<file path="src/rtl/axi_lite_ar_router.sv">
// AXI4-Lite read demux: one slave AR/R pair fanned out to NoMstPorts masters.
// Ports: clk_i/rst_i, slv_ar_*/slv_r_* (upstream), dec_* (decoder), mst_* (per-port packed).
module axi_lite_ar_router #(
  parameter int unsigned NoMstPorts = 4,
  parameter int unsigned AddrWidth  = 32,
  parameter int unsigned DataWidth  = 32,
  parameter int unsigned MaxTrans   = 4,
  localparam int unsigned IdxWidth  = $clog2(NoMstPorts)
) (
  input  logic                            clk_i,
  input  logic                            rst_i,
  input  logic [AddrWidth-1:0]            slv_ar_addr_i,
  input  logic [2:0]                      slv_ar_prot_i,
  input  logic                            slv_ar_valid_i,
  output logic                            slv_ar_ready_o,
  input  logic [IdxWidth-1:0]             dec_idx_i,
  input  logic                            dec_error_i,
  output logic [DataWidth-1:0]            slv_r_data_o,
  output logic [1:0]                      slv_r_resp_o,
  output logic                            slv_r_valid_o,
  input  logic                            slv_r_ready_i,
  output logic [NoMstPorts*AddrWidth-1:0] mst_ar_addr_o,
  output logic [NoMstPorts*3-1:0]         mst_ar_prot_o,
  output logic [NoMstPorts-1:0]           mst_ar_valid_o,
  input  logic [NoMstPorts-1:0]           mst_ar_ready_i,
  input  logic [NoMstPorts*DataWidth-1:0] mst_r_data_i,
  input  logic [NoMstPorts*2-1:0]         mst_r_resp_i,
  input  logic [NoMstPorts-1:0]           mst_r_valid_i,
  output logic [NoMstPorts-1:0]           mst_r_ready_o
);

  localparam int unsigned CntW = $clog2(MaxTrans + 1);

  logic                 buf_valid_q, buf_valid_d;
  logic [AddrWidth-1:0] addr_q, addr_d;
  logic [2:0]           prot_q, prot_d;
  logic [CntW-1:0]      cnt_q, cnt_d;
  logic [IdxWidth-1:0]  sel_q, sel_d;
  logic                 err_q, err_d;

  logic                 tgt_err;
  logic                 cnt_zero;
  logic                 buf_free;
  logic                 ar_hs;
  logic                 r_hs;
  logic                 sel_ar_rdy;
  logic [DataWidth-1:0] sel_r_data;
  logic [1:0]           sel_r_resp;
  logic                 sel_r_valid;

  assign tgt_err = dec_error_i |
    ({1'b0, dec_idx_i} >= (IdxWidth + 1)'(NoMstPorts));
  assign cnt_zero = (cnt_q == '0);

  // Mux of the locked port; written as a compare loop so an
  // out-of-range sel_q (error lock) simply selects nothing.
  always_comb begin
    sel_ar_rdy  = 1'b0;
    sel_r_data  = '0;
    sel_r_resp  = '0;
    sel_r_valid = 1'b0;
    for (int i = 0; i < NoMstPorts; i++) begin
      if (sel_q == IdxWidth'(i)) begin
        sel_ar_rdy  = mst_ar_ready_i[i];
        sel_r_data  = mst_r_data_i[i*DataWidth +: DataWidth];
        sel_r_resp  = mst_r_resp_i[i*2 +: 2];
        sel_r_valid = mst_r_valid_i[i];
      end
    end
  end

  // Buffer can take a new beat if empty or draining this cycle.
  assign buf_free = !buf_valid_q | sel_ar_rdy;

  // Target may only change once nothing is outstanding, which keeps
  // responses in order without per-transaction bookkeeping.
  assign slv_ar_ready_o = (cnt_q < CntW'(MaxTrans)) & buf_free &
    (cnt_zero | ((tgt_err == err_q) & (tgt_err | (dec_idx_i == sel_q))));

  assign ar_hs = slv_ar_valid_i & slv_ar_ready_o;
  assign r_hs  = slv_r_valid_o & slv_r_ready_i;

  always_comb begin
    buf_valid_d = buf_valid_q & !sel_ar_rdy;
    addr_d      = addr_q;
    prot_d      = prot_q;
    sel_d       = sel_q;
    err_d       = err_q;
    cnt_d       = cnt_q;
    if (ar_hs && !tgt_err) begin
      buf_valid_d = 1'b1;
      addr_d      = slv_ar_addr_i;
      prot_d      = slv_ar_prot_i;
    end
    if (ar_hs && cnt_zero) begin
      sel_d = dec_idx_i;
      err_d = tgt_err;
    end
    unique case ({ar_hs, r_hs})
      2'b10:   cnt_d = cnt_q + CntW'(1);
      2'b01:   cnt_d = cnt_q - CntW'(1);
      default: cnt_d = cnt_q;
    endcase
  end

  always_ff @(posedge clk_i) begin
    if (rst_i) begin
      buf_valid_q <= 1'b0;
      addr_q      <= '0;
      prot_q      <= '0;
      cnt_q       <= '0;
      sel_q       <= '0;
      err_q       <= 1'b0;
    end else begin
      buf_valid_q <= buf_valid_d;
      addr_q      <= addr_d;
      prot_q      <= prot_d;
      cnt_q       <= cnt_d;
      sel_q       <= sel_d;
      err_q       <= err_d;
    end
  end

  assign mst_ar_addr_o = {NoMstPorts{addr_q}};
  assign mst_ar_prot_o = {NoMstPorts{prot_q}};

  always_comb begin
    mst_ar_valid_o = '0;
    mst_r_ready_o  = '0;
    slv_r_valid_o  = 1'b0;
    slv_r_data_o   = '0;
    slv_r_resp_o   = '0;
    for (int i = 0; i < NoMstPorts; i++) begin
      mst_ar_valid_o[i] = buf_valid_q & (sel_q == IdxWidth'(i));
    end
    if (!cnt_zero) begin
      if (err_q) begin
        // Decode error: answer locally with SLVERR.
        slv_r_valid_o = 1'b1;
        slv_r_resp_o  = 2'b10;
      end else begin
        slv_r_valid_o = sel_r_valid;
        slv_r_data_o  = sel_r_data;
        slv_r_resp_o  = sel_r_resp;
        for (int i = 0; i < NoMstPorts; i++) begin
          mst_r_ready_o[i] = slv_r_ready_i & (sel_q == IdxWidth'(i));
        end
      end
    end
  end

endmodule

</file>
<file path="config.mk">
export PLATFORM = sky130hd
export DESIGN_NAME = axi_lite_ar_router
export DESIGN_NICKNAME = d
export VERILOG_FILES = /design/src/rtl/axi_lite_ar_router.sv
export SDC_FILE = /design/constraint.sdc
export NUM_CORES = 1
export LEC_CHECK = 0
export BUFFER_PORTS_ARGS = -buffer_cell sky130_fd_sc_hd__buf_2
export CAP_MARGIN = 40
export CORE_AREA = 4 4 140 142
export DETAILED_ROUTE_END_ITERATION = 10
export DIE_AREA = 0 0 144 146
export MAX_ROUTING_LAYER = met4
export PLACE_DENSITY = 0.63
export RECOVER_POWER = 50
export SETUP_SLACK_MARGIN = 0.2
export SLEW_MARGIN = 10
export SYNTH_ARGS = -nofsm -noshare
export SYNTH_HDL_FRONTEND = slang
export SYNTH_SLANG_ARGS = --single-unit
</file>
<file path="constraint.sdc">
create_clock -name clk_i -period 3.1 [get_ports clk_i]
set_input_delay 0.465 -clock clk_i [delete_from_list [all_inputs] [get_ports clk_i]]
set_output_delay 0.465 -clock clk_i [all_outputs]
set_load 0.1 [all_outputs]
</file>
==> flow_summary.rst, run 1 <==
.. list-table::
   :header-rows: 1

   * - Metric
     - Value
   * - Number of setup buffers added after CTS
     - 0
   * - Worst hold slack after final layout
     - around 0.42 ns
   * - Area share of the leading cell type in the synthesized netlist
     - between 20% and 30%
   * - Largest net degree at the start of global routing
     - between 50 and 60
   * - Half-perimeter wire length of the detailed placement result
     - ~13,000 um
   * - Remaining global-route overflow
     - 0
   * - Post-Route WL
     - ~15,000 um
   * - Fraction of power spent switching nets
     - a little under three quarters
   * - Portion of total power attributed to the clock network
     - about a tenth
   * - Portion of total power attributed to sequential cells
     - a little under an eighth
   * - Clock slew at the register clock pins of the worst setup and hold paths
     - approximately 0.07 ns
   * - CP max FO
     - 8
   * - Worst Slack Setup Final
     - 0.3657 ns
   * - Initial antenna violation count
     - 5
   * - Max cap viols
     - 0
   * - Core outline area
     - about 0.018 mm2
   * - Number of resized instances in the post-cts repair step
     - 0
   * - Worst slew slack as a fraction of its limit
     - between 10% and 20%
   * - Run status
     - complete, no violations
   * - CTS tree
     - built
   * - Final Hold Violating Endpoints
     - 0
   * - Final worst path period share
     - about nine tenths
   * - Switching pwr
     - around 4.8 mW
   * - Vias per cell
     - 4.184
   * - Number of buffers created by CTS
     - 5
   * - Cell taking the most area after synthesis
     - sky130_fd_sc_hd__dfxtp_1
   * - Clock root cell
     - sky130_fd_sc_hd__clkbuf_16
   * - Slowest stage cell on the critical path
     - sky130_fd_sc_hd__dfxtp_1
   * - Fillers
     - roughly 2,000
   * - Critical path data arrival time
     - slightly below 3 ns
   * - Maximum vdd drop
     - between 0.5 and 0.6 mV
   * - Worst Path Class, Setup
     - reg2reg
   * - Sink Count
     - 42
   * - Final count of negative-setup-slack endpoints
     - 0
   * - Synth-to-layout area growth
     - 34.34%
   * - Number of buffers added to fix hold violations after cts
     - 0
   * - CTS H-Tree Depth
     - 2
   * - Detailed-routing iteration count for the pre-antenna-repair pass
     - 4
   * - Global placement routability congestion
     - just over 0.9
   * - Leak Pwr
     - between 2 and 2.5 nW
   * - Worst skew pair latency
     - between 0.2 and 0.3 ns
   * - Overall die height
     - ~150 um
   * - Post-synthesis sequential element count
     - 42
   * - Crit path required time
     - ~3.3 ns
   * - Cell internal pwr
     - 1.968 mW
   * - Number of distinct library cell variants in the gate-level netlist after synthesis
     - 30
   * - Fin Setup TNS
     - 0 ns
   * - RSZ-0062 raised after global routing
     - false
   * - Sort of element at the start of the critical path
     - register
   * - Clock tree buffer depth
     - 2
   * - Register area share after synthesis
     - 21.33%
   * - Initial cell density of the core
     - 21.36%
   * - Critical-path cell list
     - mux2_1 > o22ai_1 > a211oi_2 > nand2_1 > ha_1 > inv_1 > fa_1 > xor2_1 > or3_1 > a21oi_1
   * - Total number of nets in the final design
     - ~850
   * - Synthesized area per cell
     - 9.759 um2
   * - Combinational share of power
     - 78.3%
   * - DRC Markers
     - 0
   * - Post-route ant nets
     - 0
   * - Number of placed I/O pins
     - 370
   * - Hold crit path type
     - in2reg
   * - Number of instances in the synthesized netlist
     - between 400 and 500
   * - Total track usage
     - 13.62%
   * - Share of post-route cells with drive strength above 1
     - between 40% and 50%
   * - Kind of capture point of the worst setup path
     - register
   * - Largest delay contributor family on the critical path
     - flip-flops
   * - Number of buffer cells added on primary ports
     - 369
   * - Total die area
     - around 0.021 mm2
   * - Drt wl/cell
     - between 15 and 20 um
   * - Delay of the slowest cell on the worst path
     - 0.60 ns
   * - Via count of the first global-routing pass
     - roughly 4,000
   * - Total via count after detailed routing
     - about 3,800
   * - Floorplan row count
     - 50
   * - Crit path buf inv count
     - 1
   * - Pre-CTS setup slack
     - ~0.53 ns
   * - Leading cell types by total area after synthesis
     - sky130_fd_sc_hd__dfxtp_1 (21%), sky130_fd_sc_hd__buf_4 (20%), sky130_fd_sc_hd__mux4_2 (20%), sky130_fd_sc_hd__nand2b_1 (11%), sky130_fd_sc_hd__mux2i_1 (8.9%)
   * - Final setup skew
     - 0.007418 ns
   * - Min Clock Period, post-route
     - about 2.7 ns
   * - Die Wd
     - about 140 um
   * - Nets in the synthesized netlist
     - ~600
   * - Slew @ Worst Pin
     - ~1.2 ns
   * - Number of DRC markers after the initial detailed-route iteration
     - 89
   * - Maximum clock rate
     - 365.7 MHz
   * - Count of pins over their slew limit
     - 0
   * - Number of warning messages in the yosys log
     - 0
   * - First-pass GRT wire length
     - 21,190 um
   * - Power Dens Cells
     - 1286 mW/mm2
   * - Cell area after synthesis
     - 0.003943 mm2
==> worst register-to-register path: stages (launching register included) <==
cell and delay [ns]:
sky130_fd_sc_hd__dfxtp_1 0.60, sky130_fd_sc_hd__mux2_1 0.42, sky130_fd_sc_hd__o22ai_1 0.26, sky130_fd_sc_hd__a211oi_2 0.09, sky130_fd_sc_hd__nand2_1 0.10, sky130_fd_sc_hd__ha_1 0.18, sky130_fd_sc_hd__inv_1 0.06, sky130_fd_sc_hd__fa_1 0.37
sky130_fd_sc_hd__xor2_1 0.16, sky130_fd_sc_hd__or3_1 0.30, sky130_fd_sc_hd__a21oi_1 0.13
==> metrics by stage <==
stage               power, mW  instance area [um2]  std cells  util [%]
finish                  6.810                 5296        899     28.70
global route            7.041                 5296        899     28.70
CTS                     6.946                 5444        894     29.50
detailed placement      6.199                 5250        886     28.45
global placement        6.185                 5230        885     28.34
floorplan               5.623                 3960        404         -
==> cell usage after synthesis <==
master	instances
sky130_fd_sc_hd__buf_4	106
sky130_fd_sc_hd__nand2b_1	71
sky130_fd_sc_hd__dfxtp_1	42
sky130_fd_sc_hd__mux2i_1	35
sky130_fd_sc_hd__mux4_2	35
sky130_fd_sc_hd__and2_1	34
sky130_fd_sc_hd__clkbuf_1	15
sky130_fd_sc_hd__nor2_1	15
sky130_fd_sc_hd__buf_6	7
sky130_fd_sc_hd__a21oi_1	5
sky130_fd_sc_hd__inv_1	4
sky130_fd_sc_hd__nand2_1	4
sky130_fd_sc_hd__nand3_1	4
sky130_fd_sc_hd__o21ai_0	4
sky130_fd_sc_hd__buf_2	2
sky130_fd_sc_hd__mux2_4	2
sky130_fd_sc_hd__nor3_1	2
sky130_fd_sc_hd__nor3_2	2
sky130_fd_sc_hd__or3_1	2
sky130_fd_sc_hd__xnor2_1	2
sky130_fd_sc_hd__xor2_1	2
sky130_fd_sc_hd__a211oi_1	1
sky130_fd_sc_hd__a31oi_1	1
sky130_fd_sc_hd__fa_1	1
sky130_fd_sc_hd__ha_1	1
sky130_fd_sc_hd__nor2b_1	1
sky130_fd_sc_hd__o21ba_1	1
sky130_fd_sc_hd__o221a_2	1
sky130_fd_sc_hd__o221ai_4	1
sky130_fd_sc_hd__o22ai_1	1
==> final timing paths <==
path                            cells past startpoint    endpoint         startpoint  slack, ns
worst max-delay path                               10    cnt_q[2]           sel_q[1]       0.37
worst min-delay path                                3  addr_q[18]  slv_ar_addr_i[18]       0.42
worst max register to register                     10    cnt_q[2]           sel_q[1]       0.37
worst min register to register                      2  addr_q[27]         addr_q[27]       0.52
==> layout make-up <==
type | instances | area, um2 | area share, %
multi-input combinational | 228 | 2151 | 40.61
clock inverter | 3 | 68.82 | 1.299
inverter | 4 | 15.01 | 0.2835
clock buffer | 5 | 125.1 | 2.362
antenna | 5 | 12.51 | 0.2362
sequential | 42 | 842.1 | 15.90
timing repair buffer | 378 | 1789 | 33.78
tap | 234 | 292.8 | 5.528
==> power groups by stage <==
stage,Sequential (mW),Clock (mW),Combinational (mW)
3_3_place_gp,0.774,0,5.41
2_1_floorplan,1.21,0,4.41
6_report,0.767,0.712,5.33
4_1_cts,0.765,0.749,5.43
3_5_place_dp,0.775,0,5.42
5_1_grt,0.790,0.764,5.49
==> state kept, by name, summed over array words and instances (netlist names) <==
register     count
addr_q          32
buf_valid_q      1
cnt_q            3
err_q            1
prot_q           3
sel_q            2
==> kinds of logic (layout without fill, tap and decap cells) <==
| logic type | Yosys count | after routing | share of synthesized area (%) |
|---|---|---|---|
| xor+xnor | 4 | 4 | 0.8888 |
| buf+inv | 134 | 390 | 24.25 |
| other cells | 0 | 5 | 0 |
| simple gates | 135 | 135 | 20.22 |
| compound gates | 15 | 15 | 2.857 |
| flops | 42 | 42 | 21.33 |
| mux | 72 | 72 | 29.64 |
| fa+ha+maj | 2 | 2 | 0.8251 |
==> routing by layer <==
layer | up-vias | global-route usage, % | wire length [um]
li1 | 1774 | - | -
met5 | - | - | 0
met4 | 0 | 6.780 | 539
met3 | 23 | 3.549 | 1505
met1 | 1721 | 12.32 | 5065
met2 | 243 | 25.65 | 8133
==> cell usage in the layout, fill, tap and decap left out, types with 2 or more instances in the layout <==
master / netlist / layout
sky130_fd_sc_hd__a21oi_1: 5 / 5
sky130_fd_sc_hd__and2_1: 34 / 34
sky130_fd_sc_hd__buf_2: 2 / 259
sky130_fd_sc_hd__buf_4: 106 / 8
sky130_fd_sc_hd__bufinv_16: 0 / 2
sky130_fd_sc_hd__clkbuf_1: 15 / 110
sky130_fd_sc_hd__clkbuf_16: 0 / 5
sky130_fd_sc_hd__dfxtp_1: 42 / 41
sky130_fd_sc_hd__diode_2: 0 / 5
sky130_fd_sc_hd__inv_1: 4 / 4
sky130_fd_sc_hd__mux2i_1: 35 / 35
sky130_fd_sc_hd__mux4_2: 35 / 35
sky130_fd_sc_hd__nand2_1: 4 / 4
sky130_fd_sc_hd__nand2b_1: 71 / 71
sky130_fd_sc_hd__nand3_1: 4 / 4
sky130_fd_sc_hd__nor2_1: 15 / 13
sky130_fd_sc_hd__nor2_2: 0 / 2
sky130_fd_sc_hd__nor3_2: 2 / 3
sky130_fd_sc_hd__o21ai_0: 4 / 4
sky130_fd_sc_hd__or3_1: 2 / 2
sky130_fd_sc_hd__xnor2_1: 2 / 2
sky130_fd_sc_hd__xor2_1: 2 / 2
(Power assumes the default switching activity.)
==> run 2, diff against run 1 <==
- clock period: 3.1 -> 3.3 ns (I/O delays scaled with it)
==> run 2 against run 1 <==
Design area rose by 0.21%. Clock power fell by 6.6%. Cell count fell by 0.22%. Global-route usage fell by 0.12 points. Via count rose by 0.35%. Worst hold slack improved by 0.032 ns. Register-to-register slack improved by 0.18 ns. Total power fell by 6.1%. Sequential power fell by 2%. Flip-flop and latch count did not move. Clock skew fell by 0.0022 ns. Largest cell class unchanged.
==> flow_summary.rst, run 2 (synthesized netlist as in run 1, its figures left out) <==
.. list-table::
   :header-rows: 1

   * - Metric
     - Value
   * - Sort of element at the start of the critical path
     - register
   * - CTS tree
     - built
   * - Overall die height
     - 146 um (unchanged)
   * - Leak Pwr
     - 2.375 nW (-0.84%)
   * - Most used routing layer
     - met2
   * - Run status
     - complete, no violations
   * - DRC Markers
     - 0 (unchanged)
   * - Worst slew slack as a fraction of its limit
     - 16.66% (-1.9 points)
   * - Hold path start
     - slv_ar_addr_i[12]
   * - Drt wl/cell
     - 17.06 um (+0.62%)
   * - Multi-input gate area in the final layout
     - 0.002172 mm2 (+0.99%)
   * - Worst Path Class, Setup
     - reg2out
   * - Count of pins over their slew limit
     - 0 (unchanged)
   * - Vias per cell
     - 4.207 (+0.57%)
   * - Number of buffers created by CTS
     - 5 (unchanged)
   * - First-pass GRT wire length
     - 20,850 um (-1.6%)
   * - Maximum clock rate
     - roughly 360 MHz
   * - Fin Setup TNS
     - 0 ns (unchanged)
   * - Final setup skew
     - 0.005194 ns (-0.002223 ns)
   * - Source of the worst register-to-register timing path
     - sel_q[1]
   * - Largest net degree at the start of global routing
     - 56 (-1.8%)
   * - Crit path required time
     - 2.80 ns (-0.53 ns)
   * - Maximum vdd drop
     - 0.5605 mV (+3.9%)
   * - Top flop regs
     - addr_q (32), cnt_q (3), prot_q (3)
   * - Number of resized instances in the post-cts repair step
     - 0 (unchanged)
   * - Clock root cell
     - sky130_fd_sc_hd__clkbuf_16
   * - Final count of negative-setup-slack endpoints
     - 0 (unchanged)
   * - Via count of the first global-routing pass
     - 3,686 (-5.9%)
   * - Final std cell area, no fill
     - 0.005308 mm2 (+0.21%)
   * - Share of post-route cells with drive strength above 1
     - 48.40% (-0.23 points)
   * - Floorplan row count
     - 50 (unchanged)
   * - Total die area
     - 0.02102 mm2 (unchanged)
   * - Sink Count
     - 42 (unchanged)
   * - Clock slew at the register clock pins of the worst setup and hold paths
     - 0.07 ns (about the same)
   * - Number of cells in the finished layout apart from fillers
     - 897 (-0.22%)
   * - CTS H-Tree Depth
     - 2 (unchanged)
   * - Number of cells traversed by the worst hold path
     - 3 (unchanged)
   * - Number of buffers added to fix hold violations after cts
     - 0 (unchanged)
   * - Commonest non-fill, non-tap cell in the layout
     - sky130_fd_sc_hd__buf_2
   * - Most frequent cells in the layout
     - sky130_fd_sc_hd__buf_2 (256), sky130_fd_sc_hd__clkbuf_1 (113), sky130_fd_sc_hd__nand2b_1 (71), sky130_fd_sc_hd__dfxtp_1 (40)
   * - Final Hold Violating Endpoints
     - 0 (unchanged)
   * - Total via count after detailed routing
     - 3,774 (+0.35%)
   * - Register ranked first by flip-flop count
     - addr_q
   * - Initial antenna violation count
     - 7 (+2)
   * - Met1 global-route usage
     - 12.47% (+0.14 points)
   * - Post-route ant nets
     - 0 (unchanged)
   * - Final total power
     - 6.395 mW (-6.1%)
   * - Half-perimeter wire length of the detailed placement result
     - 12,900 um (+0.87%)
   * - Fillers
     - 2,060 (+2.1%)
   * - Number of DRC markers after the initial detailed-route iteration
     - 141 (+58%)
   * - Core outline area
     - 0.01846 mm2 (unchanged)
   * - Cell depth of the worst flop-to-flop path
     - 10 (unchanged)
   * - Power Dens Cells
     - 1205 mW/mm2 (-6.3%)
   * - Hold crit path type
     - in2reg
   * - Number of flip-flops in the largest register
     - 32 (unchanged)
   * - Max cap viols
     - 0 (unchanged)
   * - Post-Route WL
     - 15,300 um (+0.40%)
   * - Cell area reported after detailed placement
     - 0.005240 mm2 (-0.19%)
   * - Storage cell area
     - 843.3 um2 (+0.15%)
   * - Final worst path period share
     - a little over four fifths
   * - Worst skew pair latency
     - 0.29 ns (about the same)
   * - CP max FO
     - 27 (+19)
   * - Total track usage
     - 13.50% (-0.12 points)
   * - Clock tree buffer depth
     - 2 (unchanged)
   * - Synth-to-layout area growth
     - 34.62%
   * - Met2 track demand over resource
     - 26.00% (+0.35 points)
   * - Critical path data arrival time
     - 2.30 ns (-0.67 ns)
   * - Initial cell density of the core
     - 21.36% (unchanged)
   * - RSZ-0062 raised after global routing
     - false
   * - Critical Path Start
     - sel_q[0]
   * - Number of buffer cells added on primary ports
     - 369 (unchanged)
   * - Die Wd
     - 144 um (unchanged)
   * - Number of setup buffers added after CTS
     - 0 (unchanged)
   * - Global placement routability congestion
     - 0.8849 (-2.2%)
   * - Kind of capture point of the worst setup path
     - output port
   * - Number of placed I/O pins
     - 370 (unchanged)
   * - Met3 Track Usage GR
     - 3.385% (-0.16 points)
   * - Min Clock Period, post-route
     - around 2.8 ns
   * - Remaining global-route overflow
     - 0 (unchanged)
   * - Total number of nets in the final design
     - 844 (-0.35%)
   * - Inst Count DP
     - 883 (-0.34%)
   * - Slew @ Worst Pin
     - 1.256 ns (+0.02848 ns)
   * - Detailed-routing iteration count for the pre-antenna-repair pass
     - 4 (unchanged)
==> run 2: changes by cell type in the layout (fill, tap and decap cells not counted) <==
| cell | previous run | this run |
|---|---|---|
| sky130_fd_sc_hd__clkbuf_1 | 110 | 113 |
| sky130_fd_sc_hd__o221ai_4 | 0 | 1 |
| sky130_fd_sc_hd__dfxtp_2 | 1 | 2 |
| sky130_fd_sc_hd__mux2_1 | 1 | 0 |
| sky130_fd_sc_hd__buf_12 | 1 | 2 |
| sky130_fd_sc_hd__diode_2 | 5 | 6 |
| sky130_fd_sc_hd__o221ai_1 | 1 | 0 |
| sky130_fd_sc_hd__dfxtp_1 | 41 | 40 |
| sky130_fd_sc_hd__buf_2 | 259 | 256 |
| sky130_fd_sc_hd__buf_4 | 8 | 4 |
| sky130_fd_sc_hd__mux2_4 | 1 | 2 |
==> run 2: final timing paths <==
check / to / slack [ns]
setup / recovery: slv_r_data_o[26] / 0.50
hold / removal: addr_q[12] / 0.45
setup reg to reg: cnt_q[2] / 0.55
hold reg to reg: addr_q[24] / 0.51
==> run 2: area by class of cell <==
type | instances | area share (%)
well taps | 234 | 5.516
flip-flops and latches | 42 | 15.89
clock inverters | 3 | 1.297
clock buffers | 5 | 2.357
multi-input cells | 228 | 40.92
inverters | 4 | 0.2829
repair buffers | 375 | 33.45
diodes | 6 | 0.2829
==> run 2: power by group <==
part | total, mW | leakage (nW) | internal, mW | switching (mW)
Clock | 0.665 | 0.0940 | 0.436 | 0.230
Sequential | 0.748 | 0.343 | 0.596 | 0.151
Combinational | 4.98 | 1.94 | 0.817 | 4.17
==> run 2: worst max-delay path, cell delays in order (launching register included) <==
cell and delay [ns]:
sky130_fd_sc_hd__dfxtp_2 0.67, sky130_fd_sc_hd__buf_12 0.30, sky130_fd_sc_hd__mux4_2 0.56, sky130_fd_sc_hd__and2_1 0.19
sky130_fd_sc_hd__buf_2 0.29
==> run 2: metal layers <==
| metal | vias to the layer above | wire (um) | part of all wire, % |
|---|---|---|---|
| met4 | 0 | 386 | 2.5 |
| met5 | - | 0 | 0 |
| li1 | 1772 | - | - |
| met3 | 19 | 1527 | 10 |
| met1 | 1742 | 5106 | 33 |
| met2 | 241 | 8284 | 54 |
==> run 2: through the flow <==
stage | setup WS, ns | hold slack [ns] | util [%]
detailed placement | 0.5701 | 0.4990 | 28.39
floorplan | -0.01617 | 0.5060 | -
finish | 0.5005 | 0.4537 | 28.76
global route | 0.2928 | 0.4488 | 28.75
global placement | 0.6010 | 0.4906 | 28.28
CTS | 0.4521 | 0.4375 | 29.44
==> run 3, diff against run 2 <==
- CORE_AREA: 4 4 140 142 -> 4 4 142 144
- DIE_AREA: 0 0 144 146 -> 0 0 146 148
- clock period: 3.3 -> 2.44 ns (I/O delays scaled with it)
==> run 3 against run 2 <==
The flow now stops in detailed routing (5_2_route). Global-route usage grew 0.10 points. Area after synthesis is the same. Synthesized cell count is the same.
==> flow_summary.rst, run 3 <==
.. list-table::
   :header-rows: 1

   * - Metric
     - Value
   * - Leading cell types by total area after synthesis
     - sky130_fd_sc_hd__dfxtp_1 (21%), sky130_fd_sc_hd__buf_4 (20%), sky130_fd_sc_hd__mux4_2 (20%), sky130_fd_sc_hd__nand2b_1 (11%), sky130_fd_sc_hd__mux2i_1 (8.9%)
   * - Global placement routability congestion
     - 0.8548 (-3.4%)
   * - Floorplan row count
     - 50 (unchanged)
   * - Number of buffers created by CTS
     - 5 (unchanged)
   * - Cell area after synthesis
     - 0.003943 mm2 (unchanged)
   * - Number of placed I/O pins
     - 370 (unchanged)
   * - Initial cell density of the core
     - 21.08% (-0.29 points)
   * - Largest net degree at the start of global routing
     - 46 (-18%)
   * - Error message
     - [ERROR DRT-0255] Maze Route cannot find path of net mst_r_data_i[84] in worker of routeBox ( 96600 96600 ) ( 146000 148000 ).
   * - CTS H-Tree Depth
     - 2 (unchanged)
   * - Nets in the synthesized netlist
     - 592 (unchanged)
   * - Count leader, synth
     - sky130_fd_sc_hd__buf_4
   * - Primary FF master, synth
     - sky130_fd_sc_hd__dfxtp_1
   * - Number of enable flip-flop cells after synthesis
     - 0 (unchanged)
   * - Number of distinct library cell variants in the gate-level netlist after synthesis
     - 30 (unchanged)
   * - List of most frequent post-synthesis cells
     - sky130_fd_sc_hd__buf_4 (106), sky130_fd_sc_hd__nand2b_1 (71), sky130_fd_sc_hd__dfxtp_1 (42), sky130_fd_sc_hd__mux2i_1 (35), sky130_fd_sc_hd__mux4_2 (35)
   * - Asr flop ratio synth
     - 0% (unchanged)
   * - Clock tree buffer depth
     - 2 (unchanged)
   * - Total track usage
     - 13.60% (+0.10 points)
   * - Number of buffers added to fix hold violations after cts
     - 0 (unchanged)
   * - Number of warning messages in the yosys log
     - 0 (unchanged)
   * - Run status
     - did not finish
   * - Area share of the leading cell type in the synthesized netlist
     - 21.33% (unchanged)
   * - Synthesized area per cell
     - 9.759 um2 (unchanged)
   * - Register area share after synthesis
     - 21.33% (unchanged)
   * - Endpoint with the least setup slack after the last repair
     - cnt_q[2]$_SDFFE_PP0P_/D
   * - Number of buffer cells added on primary ports
     - 369 (unchanged)
   * - Overall die height
     - 148 um (+1.4%)
   * - Die Wd
     - 146 um (+1.4%)
   * - Post-synthesis sequential element count
     - 42 (unchanged)
   * - Cell taking the most area after synthesis
     - sky130_fd_sc_hd__dfxtp_1
   * - Number of instances in the synthesized netlist
     - 404 (unchanged)
   * - Clock root cell
     - sky130_fd_sc_hd__clkbuf_16
   * - First-pass GRT wire length
     - 22,270 um (+6.8%)
   * - Half-perimeter wire length of the detailed placement result
     - 12,440 um (-3.5%)
   * - Via count of the first global-routing pass
     - 3,831 (+3.9%)
   * - Sink Count
     - 42 (unchanged)
   * - Initial antenna violation count
     - 2 (-5)
   * - Worst-path endpoint category
     - register input
   * - Remaining global-route overflow
     - 0 (unchanged)
   * - Last stage reached
     - detailed routing (5_2_route)
==> run 3: cell counts after synthesis <==
No cell type changed its count.
==> run 3: stage by stage <==
stage / utilization, % / TNS [ns] / setup WS (ns) / area [um2] / std cells
4_1_cts: 33.56 / 0 / 0.1112 / 6277 / 909
3_5_place_dp: 31.27 / -0.009560 / -0.009560 / 5849 / 891
5_1_grt: 33.91 / 0 / 0.01933 / 6344 / 918
3_3_place_gp: 31.27 / 0 / 0.03629 / 5849 / 891
2_1_floorplan: - / -1.283 / -0.3520 / 4046 / 404
==> run 3: cells by family after synthesis <==
kind of cell             Yosys count  share of synthesized area (%)
AO/OA/AOI/OAI                     15                          2.857
XOR/XNOR                           4                         0.8888
adder cells (fa/ha/maj)            2                         0.8251
buffers and inverters            134                          24.25
flip-flops                        42                          21.33
multiplexers                      72                          29.64
AND/OR/NAND/NOR                  135                          20.22
==> run 3: metal layers <==
layer  global-route usage [%]
met4                    7.197
met3                    4.200
met5                        -
met1                    13.93
met2                    23.49
==> run 3: what timing repair did <==
| action | CTS | global route |
|---|---|---|
| pin swaps | 5 | 3 |
| buffers inserted | 7 | 7 |
| hold endpoints to repair | 0 | 0 |
| cloned | 3 | 0 |
| resized for setup | 44 | 40 |
| setup endpoints to repair | 38 | 33 |
==> run 4, diff against run 3 <==
- CORE_AREA: 4 4 142 144 -> not set
- CORE_MARGIN: not set -> 4
- CORE_UTILIZATION: not set -> 20
- DIE_AREA: 0 0 146 148 -> not set
- MAX_ROUTING_LAYER: met4 -> not set
- PLACE_DENSITY: 0.63 -> not set
- PLACE_DENSITY_LB_ADDON: not set -> 0.15
- SETUP_SLACK_MARGIN: 0.2 -> not set
- clock period: 2.44 -> 3.15 ns (I/O delays scaled with it)
==> run 4 against run 3 <==
The run now ends clean. Global-route usage fell by 1.2 points.
==> flow_summary.rst, run 4 (synthesized netlist as in run 1, its figures left out) <==
.. list-table::
   :header-rows: 1

   * - Metric
     - Value
   * - Share of post-route cells with drive strength above 1
     - about half
   * - Worst-case hold path end point
     - addr_q[15]
   * - Final Hold Violating Endpoints
     - 0
   * - CTS H-Tree Depth
     - 2 (unchanged)
   * - Fraction of power spent switching nets
     - roughly 72%
   * - RSZ-0062 raised after global routing
     - false
   * - Overall die height
     - 148.4 um (+0.27%)
   * - Critical Path Start
     - sel_q[1]
   * - Crit path buf inv count
     - 2
   * - Leak Pwr
     - 2.389 nW
   * - Sort of element at the start of the critical path
     - register
   * - Hold crit path type
     - in2reg
   * - Total number of nets in the final design
     - about 850
   * - Initial cell density of the core
     - 20.32% (-0.75 points)
   * - Maximum vdd drop
     - 0.4544 mV
   * - Slowest stage cell on the critical path
     - sky130_fd_sc_hd__dfxtp_1
   * - Clock tree buffer depth
     - 2 (unchanged)
   * - Kind of capture point of the worst setup path
     - register
   * - R2R Setup Slk
     - 0.44 ns
   * - Post-Route WL
     - approximately 15,000 um
   * - Cell depth of the worst flop-to-flop path
     - 11
   * - Number of cells traversed by the worst hold path
     - 3
   * - Number of setup buffers added after CTS
     - 0 (-7)
   * - Slew @ Worst Pin
     - 1.252 ns
   * - Power Dens Cells
     - roughly 1200 mW/mm2
   * - Critical-path cell list
     - buf_4 > mux4_2 > nor2_1 > nor2_2 > and2_1 > ha_1 > inv_1 > fa_1 > xor2_1 > or3_1 > a21oi_1
   * - Total via count after detailed routing
     - around 3,800
   * - Largest net degree at the start of global routing
     - 48 (+4.3%)
   * - Worst skew pair latency
     - about 0.29 ns
   * - CP max FO
     - 21
   * - Final std cell area, no fill
     - 0.005389 mm2
   * - Crit path required time
     - ~3.4 ns
   * - Commonest non-fill, non-tap cell in the layout
     - sky130_fd_sc_hd__buf_2
   * - Cell internal pwr
     - around 1.9 mW
   * - Half-perimeter wire length of the detailed placement result
     - 12,370 um (-0.62%)
   * - Number of resized instances in the post-cts repair step
     - 0 (-100%)
   * - Register ranked first by flip-flop count
     - addr_q
   * - Post-route ant nets
     - 0
   * - Number of flip-flops in the largest register
     - 32
   * - Initial antenna violation count
     - 2 (unchanged)
   * - Synth-to-layout area growth
     - 36.69%
   * - Core outline area
     - 0.01940 mm2
   * - Hold path start
     - slv_ar_addr_i[15]
   * - Final count of negative-setup-slack endpoints
     - 0
   * - Maximum clock rate
     - 368.8 MHz
   * - Worst Slack Setup Final
     - roughly 0.44 ns
   * - Source of the worst register-to-register timing path
     - sel_q[1]
   * - Sink Count
     - 42 (unchanged)
   * - Worst hold slack after final layout
     - about 0.43 ns
   * - Min Clock Period, post-route
     - 2.711 ns
   * - Max cap viols
     - 0
   * - Final total power
     - ~6.6 mW
   * - Fillers
     - 2,174
   * - Portion of total power attributed to sequential cells
     - 11.2%
   * - Vias per cell
     - roughly 4.1
   * - Critical path data arrival time
     - about 3 ns
   * - Number of DRC markers after the initial detailed-route iteration
     - 110
   * - Number of placed I/O pins
     - 370 (unchanged)
   * - Count of pins over their slew limit
     - 0
   * - Number of buffer cells added on primary ports
     - 369 (unchanged)
   * - Number of gates on the worst path with buffers counted
     - 11
   * - Portion of total power attributed to the clock network
     - under 10%
   * - Run status
     - complete, no violations
   * - First-pass GRT wire length
     - 21,350 um (-4.1%)
   * - Delay of the slowest cell on the worst path
     - 0.46 ns
   * - Floorplan row count
     - 51 (+2.0%)
   * - DRC Markers
     - 0
   * - Detailed-routing iteration count for the pre-antenna-repair pass
     - 4
   * - Ant. Diodes
     - 0
   * - Clock slew at the register clock pins of the worst setup and hold paths
     - around 0.07 ns
   * - Switching pwr
     - approximately 4.7 mW
   * - Cell area reported after detailed placement
     - 0.005406 mm2 (-7.6%)
   * - Largest delay contributor family on the critical path
     - simple AND/OR/NAND/NOR gates
   * - Pre-CTS setup slack
     - 0.4800 ns (+0.4896 ns)
   * - Number of buffers added to fix hold violations after cts
     - 0 (unchanged)
   * - CTS tree
     - built
   * - Global placement routability congestion
     - 0.8664 (+1.4%)
   * - Combinational share of power
     - roughly 80%
   * - Total die area
     - 0.02202 mm2
   * - Final worst path period share
     - 86.08%
   * - Most frequent cells in the layout
     - sky130_fd_sc_hd__buf_2 (250), sky130_fd_sc_hd__clkbuf_1 (111), sky130_fd_sc_hd__nand2b_1 (71), sky130_fd_sc_hd__dfxtp_1 (41)
   * - Die Wd
     - 148.4 um (+1.6%)
   * - Remaining global-route overflow
     - 0 (unchanged)
   * - Number of buffers created by CTS
     - 5 (unchanged)
   * - Worst slew slack as a fraction of its limit
     - ~17%
   * - Worst Path Class, Setup
     - reg2reg
   * - Via count of the first global-routing pass
     - 3,865 (+0.89%)
   * - Drt wl/cell
     - about 16 um
   * - Total track usage
     - 12.43% (-1.2 points)
   * - Final setup skew
     - about 0.0078 ns
   * - Clock root cell
     - sky130_fd_sc_hd__clkbuf_16
   * - Top flop regs
     - addr_q (32), cnt_q (3), prot_q (3)
   * - RR Endpoint
     - cnt_q[2]
run 4: worst max path at each step:
stage	to	slack [ns]
after floorplan	cnt_q[2]	-0.17
after detailed placement	cnt_q[2]	0.48
after global placement	cnt_q[2]	0.55
final	cnt_q[2]	0.44
after CTS	slv_r_data_o[10]	0.43
after global routing	cnt_q[2]	0.25
run 4: metal layers:
metal  GRT usage (%)  part of all wire, %
met4           5.127                  3.4
met2           23.48                   52
met5               0                 0.21
met3           3.717                  9.7
met1           12.71                   35
run 4: metrics by stage:
stage	TNS [ns]	instances	util, %
2_1_floorplan	-0.2701	404	-
3_3_place_gp	0	914	27.77
3_5_place_dp	0	915	27.87
4_1_cts	0	923	28.61
5_1_grt	0	923	27.78
6_report	0	923	27.78
run 4: power groups by stage:
| stage | Sequential [mW] | Combinational [mW] | Clock [mW] |
|---|---|---|---|
| floorplan | 1.19 | 4.34 | 0 |
| global placement | 0.741 | 5.47 | 0 |
| CTS | 0.737 | 5.47 | 0.555 |
| finish | 0.739 | 5.35 | 0.520 |
| detailed placement | 0.746 | 5.46 | 0 |
| global route | 0.763 | 5.53 | 0.573 |
run 4: cell type report:
cell class	instances	area [um2]	area share, %
Inverter	4	15.01	0.2786
Clock inverter	2	13.76	0.2554
Timing Repair Buffer	376	1909	35.43
Clock buffer	6	128.9	2.391
Tap cell	265	331.6	6.153
Sequential cell	42	842.1	15.63
Multi-Input combinational cell	228	2148	39.87
run 4: worst reg2reg max path, stage by stage, from the launching register on:
cell	delay, ns
sky130_fd_sc_hd__dfxtp_1	0.46
sky130_fd_sc_hd__buf_4	0.34
sky130_fd_sc_hd__mux4_2	0.26
sky130_fd_sc_hd__nor2_1	0.05
sky130_fd_sc_hd__nor2_2	0.09
sky130_fd_sc_hd__and2_1	0.15
sky130_fd_sc_hd__ha_1	0.19
sky130_fd_sc_hd__inv_1	0.07
sky130_fd_sc_hd__fa_1	0.38
sky130_fd_sc_hd__xor2_1	0.17
sky130_fd_sc_hd__or3_1	0.32
sky130_fd_sc_hd__a21oi_1	0.15
